$ cat config.mk
export PLATFORM = sky130hd
export DESIGN_NAME = fx_addsub_pipe
export DESIGN_NICKNAME = d
export VERILOG_FILES = /design/src/rtl/fx_addsub_pipe_pkg.sv /design/src/rtl/fx_delay_line.sv /design/src/rtl/fx_addsub_pipe.sv
export SDC_FILE = /design/constraint.sdc
export NUM_CORES = 1
export LEC_CHECK = 0
export ABC_CLOCK_PERIOD_IN_PS = 4800
export CAP_MARGIN = 20
export CORE_MARGIN = 5
export CORE_UTILIZATION = 56
export CTS_CLUSTER_DIAMETER = 120
export CTS_CLUSTER_SIZE = 8
export DETAILED_ROUTE_END_ITERATION = 10
export PLACE_DENSITY = 0.84
export SETUP_SLACK_MARGIN = 0.15
export SLEW_MARGIN = 20
export SYNTH_ARGS = -nofsm -noshare
export SYNTH_HDL_FRONTEND = slang
export SYNTH_SLANG_ARGS = --single-unit
$ cat constraint.sdc
create_clock -name i_clk -period 4.8 [get_ports i_clk]
set_input_delay 0.72 -clock i_clk [delete_from_list [all_inputs] [get_ports i_clk]]
set_output_delay 0.72 -clock i_clk [all_outputs]
set_load 0.005 [all_outputs]
$ cat src/rtl/fx_addsub_pipe_pkg.sv
// Shared sizing helpers and constants for the fixed-point add/sub pipeline.
// Width arithmetic lives here so the top only declares intent.
package fx_addsub_pipe_pkg;

  localparam int LAT_MIN = 1;
  localparam int LAT_MAX = 16;

  function automatic int fx_max(
    input int a,
    input int b
  );
    return (a > b) ? a : b;
  endfunction

  function automatic int fx_align_w(
    input int w,
    input int frac,
    input int f
  );
    return w - frac + f;
  endfunction

  // Room for the widest aligned operand, exact negation, the sum carry
  // and the rounding increment.
  function automatic int fx_sum_w(
    input int a1,
    input int a2
  );
    return fx_max(a1, a2) + 3;
  endfunction

  function automatic longint fx_sat_hi(
    input int w
  );
    return (longint'(1) <<< (w - 1)) - 1;
  endfunction

  function automatic longint fx_sat_lo(
    input int w
  );
    return -(longint'(1) <<< (w - 1));
  endfunction

endpackage

$ cat src/rtl/fx_delay_line.sv
// Resettable shift delay of DEPTH registers; DEPTH=0 is a wire.
// Carries the packed {valid, ovf, data} word of the pipeline.
module fx_delay_line #(
  parameter int WIDTH = 8,
  parameter int DEPTH = 1
) (
  input  logic             i_clk,
  input  logic             i_rst,
  input  logic [WIDTH-1:0] i_data,
  output logic [WIDTH-1:0] o_data
);

  if (DEPTH == 0) begin : g_pass
    assign o_data = i_data;
  end else begin : g_reg
    logic [WIDTH-1:0] dly_q [DEPTH];

    always_ff @(posedge i_clk or posedge i_rst) begin
      if (i_rst) begin
        for (int i = 0; i < DEPTH; i++) begin
          dly_q[i] <= '0;
        end
      end else begin
        dly_q[0] <= i_data;
        for (int i = 1; i < DEPTH; i++) begin
          dly_q[i] <= dly_q[i-1];
        end
      end
    end

    assign o_data = dly_q[DEPTH-1];
  end

endmodule

$ cat src/rtl/fx_addsub_pipe.sv
// Signed fixed-point add/subtract with rounding, saturation and a
// free-running LATENCY-cycle pipeline plus a sticky overflow counter.
module fx_addsub_pipe #(
  parameter int IN1_W    = 12,
  parameter int IN1_FRAC = 8,
  parameter int IN2_W    = 12,
  parameter int IN2_FRAC = 8,
  parameter int OUT_W    = 12,
  parameter int OUT_FRAC = 8,
  parameter int LATENCY  = 2,
  parameter int SAT_EN   = 1,
  parameter int RND_EN   = 0,
  parameter int CNT_W    = 16
) (
  input  logic             i_clk,
  input  logic             i_rst,
  input  logic             i_valid,
  input  logic             i_sub,
  input  logic [IN1_W-1:0] i_data_1,
  input  logic [IN2_W-1:0] i_data_2,
  input  logic             i_ovf_clr,
  output logic             o_valid,
  output logic [OUT_W-1:0] o_data,
  output logic             o_ovf,
  output logic [CNT_W-1:0] o_ovf_cnt
);

  import fx_addsub_pipe_pkg::*;

  localparam int F  = fx_max(fx_max(IN1_FRAC, IN2_FRAC), OUT_FRAC);
  localparam int A1 = fx_align_w(IN1_W, IN1_FRAC, F);
  localparam int A2 = fx_align_w(IN2_W, IN2_FRAC, F);
  localparam int SW = fx_sum_w(A1, A2);
  localparam int SH = F - OUT_FRAC;
  localparam int EW = fx_max(SW, OUT_W);
  localparam int LW = OUT_W + 2;

  localparam logic [OUT_W-1:0] SAT_HI = OUT_W'(fx_sat_hi(OUT_W));
  localparam logic [OUT_W-1:0] SAT_LO = OUT_W'(fx_sat_lo(OUT_W));

  localparam logic signed [SW-1:0] RND_OFF =
    SW'(RND_EN != 0 && SH > 0) <<< (SH > 0 ? SH - 1 : 0);

  if (LATENCY < LAT_MIN || LATENCY > LAT_MAX) begin : g_bad_lat
    $error("fx_addsub_pipe: LATENCY out of range");
  end

  logic signed [SW-1:0] op1;
  logic signed [SW-1:0] op2;
  logic signed [SW-1:0] sum;
  logic signed [EW-1:0] q;
  logic [EW-OUT_W:0]    q_top;
  logic                 q_ovf;

  logic                 valid_d, valid_q;
  logic                 ovf_d, ovf_q;
  logic [OUT_W-1:0]     data_d, data_q;
  logic [CNT_W-1:0]     cnt_d, cnt_q;
  logic [LW-1:0]        line_out;

  always_comb begin
    op1 = SW'($signed(i_data_1));
    op1 = op1 <<< (F - IN1_FRAC);
    op2 = SW'($signed(i_data_2));
    op2 = op2 <<< (F - IN2_FRAC);
    if (i_sub) begin
      op2 = -op2;
    end
    sum = op1 + op2 + RND_OFF;
    q = EW'(sum >>> SH);
    // In range only when every bit above the sign position matches it.
    q_top = q[EW-1:OUT_W-1];
    q_ovf = !((&q_top) || !(|q_top));
  end

  always_comb begin
    valid_d = i_valid;
    ovf_d   = 1'b0;
    data_d  = '0;
    if (i_valid) begin
      ovf_d  = q_ovf;
      data_d = q[OUT_W-1:0];
      if (q_ovf && SAT_EN != 0) begin
        data_d = q[EW-1] ? SAT_LO : SAT_HI;
      end
    end
  end

  always_ff @(posedge i_clk or posedge i_rst) begin
    if (i_rst) begin
      valid_q <= 1'b0;
      ovf_q   <= 1'b0;
      data_q  <= '0;
    end else begin
      valid_q <= valid_d;
      ovf_q   <= ovf_d;
      data_q  <= data_d;
    end
  end

  fx_delay_line #(
    .WIDTH (LW),
    .DEPTH (LATENCY - 1)
  ) u_dly (
    .i_clk  (i_clk),
    .i_rst  (i_rst),
    .i_data ({valid_q, ovf_q, data_q}),
    .o_data (line_out)
  );

  assign o_valid = line_out[LW-1];
  assign o_ovf   = line_out[LW-2];
  assign o_data  = line_out[OUT_W-1:0];

  always_comb begin
    cnt_d = cnt_q;
    if (i_ovf_clr) begin
      cnt_d = '0;
    end else if (o_valid && o_ovf && cnt_q != '1) begin
      cnt_d = cnt_q + CNT_W'(1);
    end
  end

  always_ff @(posedge i_clk or posedge i_rst) begin
    if (i_rst) begin
      cnt_q <= '0;
    end else begin
      cnt_q <= cnt_d;
    end
  end

  assign o_ovf_cnt = cnt_q;

endmodule
==> out/qor.yml <==
outcome: "finished, final reports clean"
synth.avg_cell_area_um2: 9.85
post_cts_resized: 0
drcViolationCount: 0
grt_use_total: 0.182
ys_seq_area_frac: 0.383
rr_worst_depth: 7
cts-hold-fix-buffers: 0
die_height_um: 81.7
regArea_mm2: 0.00110
hold_viol: 0
synth_xor_area_frac: 0.109
post-place-ws_ps: 233
ioPinCount: 59
clock_sinks: 44
grt_pass1_wl_um: 9600
cts_setup_buffers: 0
hp-class: "register to register"
path_delay_family: "compound AO/OA/AOI/OAI gates"
whs_endpoint: "u_dly.o_data[11]"
insertion_delay_ps: 290
overflow: 0
critical_path_buf_inv_count: 2
num_vias: 2357
fillers: 406
crit_chain: "clkdlybuf4s50_1 > inv_1 > ha_1 > or3b_2 > nand2b_1 > o31ai_1 > xnor2_1 > ha_1 > nand2_1 > or2_1 > o21a_1 > a311oi_1 > a211oi_2 > a211o_4 > o311ai_0"
worstPathRequired_ps: 4980
async_flop_share: 1.00
synth_edf_count: 0
setup_violations: 0
slowest_delay_ps: 500
whs_path_depth: 0
layout-drive-gt1-share: 0.0847
critPathKind: "input pin to register"
layout_commonest_cell: "clkdlybuf4s50_1"
grt_max_degree: 45
fin_skew_ps: 3.53
diodes: 0
critPathSlowestCell: "or3b_2"
ys_seq_elements: 44
final_max_slew_viol_count: 0
port_buffers: 58
cap_violations: 0
hp-start: "data_q[11]"
dr.pass1.iters: 4
fin_nets: 403
path_max_fanout: 12
clk_pin_slew_worst_paths_ps: 80
root_buffer: "clkbuf_8"
start_util: 0.570
multi_input_area_mm2: 0.00168
viasPerCell: 5.56
clockBufferDepth: 2
peakVddDrop_v: 0.000171
cts_buffers: 5
wl_per_cell_um: 13.5
crit_path_frequent_cell: "ha_1"
grt_pass1_vias: 2222
synthSimpleGateAreaFrac: 0.179
end_kind: "register"
synthMuxAreaShare: 0.00348
synth_compound_area_frac: 0.199
power_density_mw_per_mm2: 325
synthCells: 292
rows: 26
setup_tns_ps: 0
yosys_warnings: 0
core_mm2: 0.00504
p_leak_nw: 1.52
layout_common_cells: "clkdlybuf4s50_1, dfrtp_1, nand2_1"
synth_flop_cell: "dfrtp_1"
synthAdderAreaFrac: 0.0940
gp_congestion: 0.884
die_x_um: 81.7
drt_iter0_drc: 127
max_freq_mhz: 234
synth_area_mm2: 0.00288
ant_nets: 0
tightest_slew_ps: 752
synth_top_family_by_area: "compound AO/OA/AOI/OAI gates"
dp_hpwl_um: 4570
die_area_mm2: 0.00667
rrSetupSlack_ps: 2570
wl_um: 5710
rr_endpoint: "o_ovf_cnt[11]"
area_growth_pct: 26.1
rsz0062_at_grt: "false"
cp-start-kind: "input pin"
mappedNetlistNets: 342
relSlewSlack: 0.497
r2r-start: "o_ovf_cnt[10]"
cts_tree: "yes"
fin_crit_sh: 0.891
arrival_ps: 4450
synth_cell_types: 53
period_needed_ps: 4280
htree_levels: 2
antenna_found_initial: 0
fin_ws_ps: 523
how the worst max path moves through the flow:
stage | from | end | slack, ps | cells past startpoint
floorplan | i_data_2[1] | data_q[1] | 950 | 14
global placement | i_data_2[0] | data_q[1] | 320 | 15
detailed placement | i_data_2[0] | data_q[1] | 230 | 15
CTS | i_data_2[0] | data_q[1] | 530 | 15
global route | i_data_2[0] | data_q[1] | 260 | 14
finish | i_data_2[0] | data_q[1] | 520 | 15
synth_stat cells (2+ instances only):
master	count	area [um^2]
ha_1	20	250
nand2_1	31	116
and4_1	3	26.3
o2111ai_1	2	17.5
a311oi_1	2	17.5
inv_1	10	37.5
a31oi_1	2	12.5
xnor2_1	27	236
nor2b_1	3	18.8
or3_1	3	18.8
dfrtp_1	44	1100
a21oi_1	9	45.0
o31ai_1	3	22.5
and3_1	6	37.5
nand3_1	15	75.1
a21o_1	8	60.1
a211oi_1	2	15.0
o21ai_0	13	65.1
o221ai_1	2	17.5
xor2_1	7	61.3
o221ai_2	8	120
nand2b_1	5	31.3
nor3_1	4	20.0
o211ai_1	4	30.0
o21a_1	4	30.0
clkbuf_1	4	15.0
nor2_1	25	93.8
metrics by stage:
step / total power, mW / instances / area, um^2 / hold slack, ps / util
4_1_cts: 1.19 / 424 / 3630 / 349 / 0.719
5_1_grt: 1.26 / 424 / 3630 / 359 / 0.719
6_report: 1.18 / 424 / 3630 / 347 / 0.719
3_5_place_dp: 0.922 / 416 / 3520 / 336 / 0.698
2_1_floorplan: 0.756 / 292 / 2880 / 331 / -
3_3_place_gp: 0.906 / 416 / 3520 / 332 / 0.698
power breakdown:
group	switching, mW	internal [mW]
Combinational	0.219	0.224
Clock	0.112	0.154
Sequential	0.0229	0.448
Total	0.354	0.825
state kept, by name (all words and copies together), names as in the netlist:
register and flops:
ovf_q 1, valid_q 1, data_q 12, u_dly.o_data 14, o_ovf_cnt 16
per-layer routing:
layer | global-route usage | part of all wire
met5 | 0 | 0
met4 | 0.0532 | 0.012
met3 | 0.0241 | 0.040
met2 | 0.322 | 0.50
met1 | 0.232 | 0.44
layout make-up:
type	instances	share of cell area
inverters	10	0.0104
clock buffers	6	0.0200
well taps	70	0.0242
multi-input cells	230	0.464
clock inverters	2	0.00966
repair buffers	62	0.168
flip-flops and latches	44	0.304
logic make-up (layout without fill, tap and decap cells):
| logic type | Yosys count | in the layout |
|---|---|---|
| muxes | 1 | 1 |
| DFF | 44 | 44 |
| and+or+nand+nor | 103 | 103 |
| buffers and inverters | 18 | 80 |
| xor gates and xnor gates | 35 | 35 |
| AOI/OAI and AO/OA | 70 | 70 |
| adders and majority gates | 21 | 21 |
Power figures use the tool's default switching activity.
